`config.mk`:
```
export PLATFORM = sky130hd
export DESIGN_NAME = aes_subbytes_seq
export DESIGN_NICKNAME = d
export VERILOG_FILES = /design/src/rtl/aes_subbytes_seq.sv
export SDC_FILE = /design/constraint.sdc
export NUM_CORES = 1
export LEC_CHECK = 0
export CAP_MARGIN = 20
export CELL_PAD_IN_SITES_DETAIL_PLACEMENT = 0
export CELL_PAD_IN_SITES_GLOBAL_PLACEMENT = 1
export CORE_MARGIN = 2
export CORE_UTILIZATION = 49
export DETAILED_ROUTE_END_ITERATION = 16
export PLACE_DENSITY = 0.86
export SLEW_MARGIN = 30
export SYNTH_ARGS = -nofsm -noshare
export SYNTH_HDL_FRONTEND = slang
export SYNTH_HIERARCHICAL = 1
export SYNTH_SLANG_ARGS = --single-unit
```
`constraint.sdc`:
```
create_clock -name clk_i -period 38.8 [get_ports clk_i]
set_clock_uncertainty 0.05 [all_clocks]
set_input_delay 7.76 -clock clk_i [delete_from_list [all_inputs] [get_ports clk_i]]
set_output_delay 7.76 -clock clk_i [all_outputs]
set_load 0.05 [all_outputs]
```
`src/rtl/aes_subbytes_seq.sv`:
```
// Byte-serial AES SubBytes / InvSubBytes engine.
// One multiplicative-inverse block is shared across all bytes of the state;
// the forward or inverse affine transform is wrapped around it per byte.
// A latched state word is processed one byte per clock and the finished
// result is held on state_o until the consumer takes it.

// Combinational GF(2^8) multiplicative inverse (AES field, x^8+x^4+x^3+x+1).
// inv(0) is defined as 0. test_result flags that b * inv_b == 1 (or b == 0).
module multiplicative_inv (
   input  logic [7:0] b,
   output logic [7:0] inv_b,
   output logic       test_result
);

   // b^254 == b^-1 for every non-zero b in GF(2^8)
   localparam logic [7:0] INV_EXP_P = 8'hFE;

   // GF(2^8) multiply with reduction by the AES polynomial
   function automatic logic [7:0] gf_mul(input logic [7:0] a, input logic [7:0] m);
      logic [7:0] p;
      logic [7:0] aa;
      p  = 8'h00;
      aa = a;
      for (int i = 0; i < 8; i++) begin
         if (m[i]) begin
            p = p ^ aa;
         end else begin
            p = p;
         end
         if (aa[7]) begin
            aa = {aa[6:0], 1'b0} ^ 8'h1B;
         end else begin
            aa = {aa[6:0], 1'b0};
         end
      end
      return p;
   endfunction

   // Square-and-multiply exponentiation b^254
   function automatic logic [7:0] gf_inv(input logic [7:0] x);
      logic [7:0] r;
      r = 8'h01;
      for (int i = 7; i >= 0; i--) begin
         r = gf_mul(r, r);
         if (INV_EXP_P[i]) begin
            r = gf_mul(r, x);
         end else begin
            r = r;
         end
      end
      return r;
   endfunction

   // Inverse and its self-check
   always_comb begin
      inv_b       = gf_inv(b);
      test_result = (b == 8'h00) || (gf_mul(b, inv_b) == 8'h01);
   end

endmodule

module aes_subbytes_seq #(
   parameter int BYTES_P = 16
) (
   input  logic                   clk_i,
   input  logic                   reset_i,
   input  logic                   v_i,
   input  logic                   mode_i,
   input  logic [8*BYTES_P-1:0]   state_i,
   output logic                   ready_o,
   output logic                   v_o,
   output logic [8*BYTES_P-1:0]   state_o,
   input  logic                   ready_i
);

   localparam int DW_P  = 8 * BYTES_P;
   localparam int CNT_W = $clog2(BYTES_P);
   localparam logic [CNT_W-1:0] CNT_LAST_P = CNT_W'(BYTES_P - 1);

   typedef enum logic [1:0] {
      ST_IDLE = 2'd0,
      ST_BUSY = 2'd1,
      ST_DONE = 2'd2
   } state_e;

   // 8-bit rotate left, amount modulo 8
   function automatic logic [7:0] rotl8(input logic [7:0] x, input int unsigned n);
      logic [15:0] dbl;
      dbl = {x, x} << (n % 8);
      return dbl[15:8];
   endfunction

   // Forward affine transform applied after inversion
   function automatic logic [7:0] affine_fwd(input logic [7:0] x);
      return x ^ rotl8(x, 1) ^ rotl8(x, 2) ^ rotl8(x, 3) ^ rotl8(x, 4) ^ 8'h63;
   endfunction

   // Inverse affine transform applied before inversion
   function automatic logic [7:0] affine_inv(input logic [7:0] x);
      return rotl8(x, 1) ^ rotl8(x, 3) ^ rotl8(x, 6) ^ 8'h05;
   endfunction

   state_e            state_q, state_d;
   logic [CNT_W-1:0]  cnt_q,   cnt_d;
   logic              mode_q,  mode_d;
   // Working copy of the state: bytes are overwritten in place once consumed
   logic [DW_P-1:0]   work_q,  work_d;
   logic [DW_P-1:0]   res_q,   res_d;
   logic              ready_q, ready_d;
   logic              v_q,     v_d;

   logic [7:0]        cur_byte_s;
   logic [7:0]        inv_in_s;
   logic [7:0]        inv_out_s;
   logic [7:0]        sub_byte_s;

   // Byte datapath: select current byte, wrap the shared inverter with the affine stages
   always_comb begin
      cur_byte_s = work_q[8*int'(cnt_q) +: 8];
      if (mode_q) begin
         inv_in_s   = affine_inv(cur_byte_s);
         sub_byte_s = inv_out_s;
      end else begin
         inv_in_s   = cur_byte_s;
         sub_byte_s = affine_fwd(inv_out_s);
      end
   end

   multiplicative_inv u_inv (
      .b           (inv_in_s),
      .inv_b       (inv_out_s),
      .test_result ()
   );

   // Next-state logic for the FSM, counter, working state and result
   always_comb begin
      state_d = state_q;
      cnt_d   = cnt_q;
      mode_d  = mode_q;
      work_d  = work_q;
      res_d   = res_q;
      case (state_q)
         ST_IDLE: begin
            if (v_i && ready_q) begin
               work_d  = state_i;
               mode_d  = mode_i;
               cnt_d   = {CNT_W{1'b0}};
               state_d = ST_BUSY;
            end else begin
               state_d = ST_IDLE;
            end
         end
         ST_BUSY: begin
            work_d[8*int'(cnt_q) +: 8] = sub_byte_s;
            if (cnt_q == CNT_LAST_P) begin
               cnt_d   = {CNT_W{1'b0}};
               res_d   = work_d;
               state_d = ST_DONE;
            end else begin
               cnt_d   = cnt_q + CNT_W'(1);
               state_d = ST_BUSY;
            end
         end
         ST_DONE: begin
            if (ready_i) begin
               state_d = ST_IDLE;
            end else begin
               state_d = ST_DONE;
            end
         end
         default: begin
            state_d = ST_IDLE;
            cnt_d   = {CNT_W{1'b0}};
         end
      endcase
   end

   // Handshake outputs follow the next FSM state so they can be registered
   always_comb begin
      ready_d = (state_d == ST_IDLE);
      v_d     = (state_d == ST_DONE);
   end

   // State registers with synchronous reset; reset drops any in-flight work
   always_ff @(posedge clk_i) begin
      if (reset_i) begin
         state_q <= ST_IDLE;
         cnt_q   <= {CNT_W{1'b0}};
         mode_q  <= 1'b0;
         work_q  <= {DW_P{1'b0}};
         res_q   <= {DW_P{1'b0}};
         ready_q <= 1'b1;
         v_q     <= 1'b0;
      end else begin
         state_q <= state_d;
         cnt_q   <= cnt_d;
         mode_q  <= mode_d;
         work_q  <= work_d;
         res_q   <= res_d;
         ready_q <= ready_d;
         v_q     <= v_d;
      end
   end

   assign ready_o = ready_q;
   assign v_o     = v_q;
   assign state_o = res_q;

endmodule

```
# == Word level (Yosys, flattened, before mapping) ==
# Cells that the tools add are included.
# word_totals
wordCells,438
out_inout_bits,130
ff_bits,265
# op_classes
n_mux,215
addsub,2
n_bitwise,198
shift,3
n_eq_ne,5
reduce_logical,8
# op_table
cell,n
8-bit 2-to-1 mux,107
8-bit bitwise XOR,97
5-bit 2-to-1 mux,92
4-bit inverter,92
128-bit one-hot mux with 2 select lines,1
128-bit bitwise mux,1
128-bit 2-to-1 mux,1
8-bit by 33-bit variable shift with 128-bit output (first input constant),1
128-bit by 8-bit indexed part select with 8-bit output,1
8-bit by 33-bit indexed part select with 128-bit output,1
7-bit negation with 33-bit output,1
4-bit 2-to-1 mux,3
4-bit one-hot mux with 3 select lines,1
2-bit AND reduction,4
7-bit 2-to-1 mux,1
1-bit inverter (first input constant),7
2-bit 2-to-1 mux,3
6-bit 2-to-1 mux,1
2-bit one-hot mux with 3 select lines,1
4-bit by 1-bit adder with 4-bit output (second input constant),1
2-bit == test (second input constant),2
4-bit == test (second input constant),1
2-bit logical NOT,2
3-bit 2-to-1 mux,1
other kinds (7),8

# == Depth between registers and ports, before layout ==
# Gate-level depths: netlist of the first run.
# depth
ltp_word,230
ltp_mapped,115

# == Hierarchy ==
# Netlist of the first run, hierarchy kept.
# by_module_without_submodules
mod,cells_per_inst,area_each_um2,instances
multiplicative_inv,2054,16560.9,1
aes_subbytes_seq,1658,13750.7,1

# == Worst setup path before layout of the first run ==
# OpenSTA, ideal clock, no wires.
# synth_timing
path_kind,reg-to-reg
startpoint,register cnt_q[0]
endpoint,register work_q[24]
slack_ps,12307
path_stages_with_launch,106
required_ps,38618
arrival_ps,26311
cell_sequence,dfxtp_1 > buf_6 > buf_6 > buf_6 > mux4_2 > a221oi_2 > xnor3_1 > mux2i_1 > buf_4 > buf_4 > inv_2 > clkbuf_1 > buf_1 > clkbuf_1 > ha_1 > clkbuf_1 > xnor2_1 > xnor2_1 > [... 70 more ...] > and2_1 > a221oi_2 > xnor3_1 > inv_1 > ha_1 > inv_1 > xnor3_1 > xnor3_1 > nor2_1 > xnor2_1 > buf_2 > xnor3_1 > xnor2_1 > o21ai_0 > clkbuf_1 > nand2_1 > a22oi_1 > a21oi_1
# synth_rtl
element,line,rtl
from (decl),104,"logic [CNT_W-1:0] cnt_q, cnt_d;"
from (signal assigned),188,cnt_q <= {CNT_W{1'b0}};
from (signal assigned),196,cnt_q <= cnt_d;
128-bit by 8-bit indexed part select with 8-bit output *,119,cur_byte_s = work_q[8*int'(cnt_q) +: 8];
8-bit bitwise XOR (2 in series),100,"return rotl8(x, 1) ^ rotl8(x, 3) ^ rotl8(x, 6) ^ 8'h05;"
8-bit 2-to-1 mux *,120,if (mode_q) begin
named net inv_in_s[5],113,logic [7:0] inv_in_s;
6-bit 2-to-1 mux,25,if (m[i]) begin
7-bit 2-to-1 mux,25,
8-bit 2-to-1 mux,25,
8-bit bitwise XOR / 8-bit 2-to-1 mux (equally long branches),"26, 25",
[... 192 more ...],-,
8-bit 2-to-1 mux *,25,
named net inv_out_s[6],114,logic [7:0] inv_out_s;
8-bit bitwise XOR (4 in series),95,"return x ^ rotl8(x, 1) ^ rotl8(x, 2) ^ rotl8(x, 3) ^ rotl8(x, 4) ^ 8'h63;"
4-bit inverter (no source line),-,
8-bit 2-to-1 mux *,120,
8-bit by 33-bit indexed part select with 128-bit output *,154,work_d[8*int'(cnt_q) +: 8] = sub_byte_s;
128-bit bitwise mux *,154,
128-bit one-hot mux with 2 select lines *,142,case (state_q)
to (signal assigned),190,work_q <= {DW_P{1'b0}};
to (signal assigned),198,work_q <= work_d;
to (decl),107,"logic [DW_P-1:0] work_q, work_d;"
# The timed path passes the listed nets; every way through them passes the cells marked *.
# A chain may end at the register's enable or synchronous reset.

# == Final worst setup path of the first run ==
# layout_timing
startpoint,register cnt_q[0]
endpoint,"register res_q[78], in the netlist state_o[78]"
# layout_rtl
element,line,rtl
128-bit by 8-bit indexed part select with 8-bit output *,119,
8-bit bitwise XOR (2 in series),100,
8-bit 2-to-1 mux *,120,
named net inv_in_s[3],113,
4-bit 2-to-1 mux,25,
5-bit 2-to-1 mux,25,
6-bit 2-to-1 mux,25,
7-bit 2-to-1 mux,25,
[... 194 more ...],-,
8-bit bitwise XOR,26,p = p ^ aa;
8-bit 2-to-1 mux *,25,
named net inv_out_s[3],114,
8-bit bitwise XOR (3 in series),95,
8-bit bitwise XOR / 4-bit inverter (equally long branches),-,
8-bit 2-to-1 mux *,120,
8-bit by 33-bit indexed part select with 128-bit output *,154,
128-bit bitwise mux *,154,
to (signal assigned),191,res_q <= {DW_P{1'b0}};
to (signal assigned),199,res_q <= res_d;
to (decl),108,"logic [DW_P-1:0] res_q, res_d;"
# Marks and branches as above.

==> metrics.txt, run 1 <==
met2 Usage GRT=between 50% and 60%; Rel. slew slack=slightly below 30%; routed vias=about 29000; Worst Path Arrival=approximately 34 ns; Final Setup Violations=0; CTS sink cnt=265; largest net degree at the start of global routing=a little over 100; final core occ=~56%; final hold vios=0; CP dominant cell by count=xnor3_1; YS warnings=6; die span in x=248.2 um; # H-tree levels=1; DR vias/cell=between 6 and 7; Cell Area, Placed=between 0.03 and 0.04 mm2; core area=0.05902 mm2; Initial Util=between 40% and 50%; Worst Max-Slew Pin Slew=1.055 ns; I/O Buffers=~260; GR Util met3=between 7 and 8%; Final Net Count=~3700; Detail Route Antenna Nets=0; Cell Rows=89; Ports=between 200 and 300; worst hold path depth=2; total track usage=37.94%; Max Slew Vio Count=0; Critical Path Source Type=flop; met1 GRT Util=roughly 53%; CTS Hold Buffers Added=0; post-route setup slack=5.544 ns; die area=slightly above 0.06 mm2; first-pass GRT wire length=between 150 and 200 mm; Post-DP HPWL=89.01 mm; status=complete, no violations; Congestion Overflow GR=0; Crit Path Max Fanout=between 40 and 50; die height=about 250 um; Syn Nets=between 3000 and 4000; fin crit share=about 86%; Design Area, Final=0.03304 mm2; critical path's slowest cell=xnor3_1; Final min period=about 33 ns; Syn Inst Count=between 3000 and 4000; root buffer cell=clkbuf_16; clock latency on the worst-skew pair=between 0.6 and 0.7 ns; Placer Congestion=between 1 and 1.5; TritonRoute pass-1 iters=6; post-CTS setup buffer count=0; DRT iter0 DRCs=between 3000 and 4000; worst path required time=just under 40 ns; Final TNS setup=0 ns; number of global-route vias before repair=26680; CP Class=reg2reg; CTS tree=done; Max Cap Viol=0; pre-CTS setup slack=6.224 ns; share of layout cells above drive strength 1=8.481%; final WL=120.9 mm; fmax=30.07 MHz; Most Crowded Layer GR=met2; setup repair after global routing missed its margin=false; R2R depth=93; largest stage delay on the critical path=~0.90 ns; Reg clk slew, reported paths=about 0.07 ns; DRC viols=0; PostCTS Resize Cnt=0; Area Overhead vs Synth=13.08%; DR WL/cell=27.59 um; post-synthesis area per instance=8.226 um2; antenna violations before repair=3; synthesized area=0.02922 mm2; element type at the critical path end=flop; clk buf depth=3; CTS buffer count=30; Hold Path Class=reg2reg
[worst max-delay path, delay by kind of cell (launching register included)]
family	cells	cell delay, ns
compound gates	18	5.01
xor+xnor	40	17.43
fa+ha+maj	6	2.33
buf+inv	15	4.13
flops	1	0.77
mux	3	0.86
simple gates	11	2.45
[routing by layer]
| layer | vias to the layer above | routed length (um) |
|---|---|---|
| li1 | 12840 | - |
| met1 | 14040 | 49520 |
| met2 | 1815 | 51740 |
| met3 | 329 | 13460 |
| met4 | 6 | 6128 |
| met5 | - | 33 |
[state kept, by name (all words and copies together) (netlist names)]
name / cells
cnt_q: 4
mode_q: 1
ready_o: 1
state_o: 128
state_q: 2
v_o: 1
work_q: 128
[placed cells by master, fill, tap and decap left out, types with 30 or more instances in the layout]
cell type	count
xor2_1	126
nor2_1	360
o21ai_1	31
a21oi_1	217
xnor2_1	287
clkbuf_16	30
o21ai_0	101
xnor3_1	130
xnor2_2	43
dfxtp_1	264
and2_1	77
clkdlybuf4s50_1	261
buf_4	56
a211oi_1	125
mux2i_1	94
o211ai_1	30
o22ai_1	35
nand2_1	354
nand3_1	78
a22oi_1	113
inv_1	33
nor3_1	177
[final cells by class]
cell class,count,area (um2)
flip-flops and latches,265,5309
fillers,5392,25980
clock buffers,45,897.1
repair buffers,321,3097
inverters,52,202.7
multi-input cells,2916,22460
diodes,1,2.502
clock inverters,9,105.1
well taps,773,967.2
[through the flow]
step / hold slack [ns] / instances
finish: 0.4103 / 4382
global route: 0.4359 / 4381
CTS: 0.4122 / 4381
detailed placement: 0.4035 / 4327
global placement: 0.4001 / 4326
floorplan: 0.4157 / 3552
[worst paths after layout]
kind / start / end / slack (ns)
setup / recovery: cnt_q[0] / state_o[78] / 5.54
hold / removal: state_o[1] / state_o[1] / 0.41
setup reg to reg: cnt_q[0] / state_o[78] / 5.54
hold reg to reg: state_o[1] / state_o[1] / 0.41
Power of run 1 is not shown: default switching activity piles up to over one toggle a cycle in this logic, so the estimate is an artifact.
==> run 2: changes to the inputs <==
--- a/config.mk
+++ b/config.mk
@@ -12,6 +12,7 @@
 export CORE_UTILIZATION = 49
 export DETAILED_ROUTE_END_ITERATION = 16
 export PLACE_DENSITY = 0.86
+export SKIP_LAST_GASP = 1
 export SLEW_MARGIN = 30
 export SYNTH_ARGS = -nofsm -noshare
 export SYNTH_HDL_FRONTEND = slang
==> results of run 2 <==
The final DEF is identical to that of run 1; final timing and power are the same.
Power of run 2 is left out for the same reason.
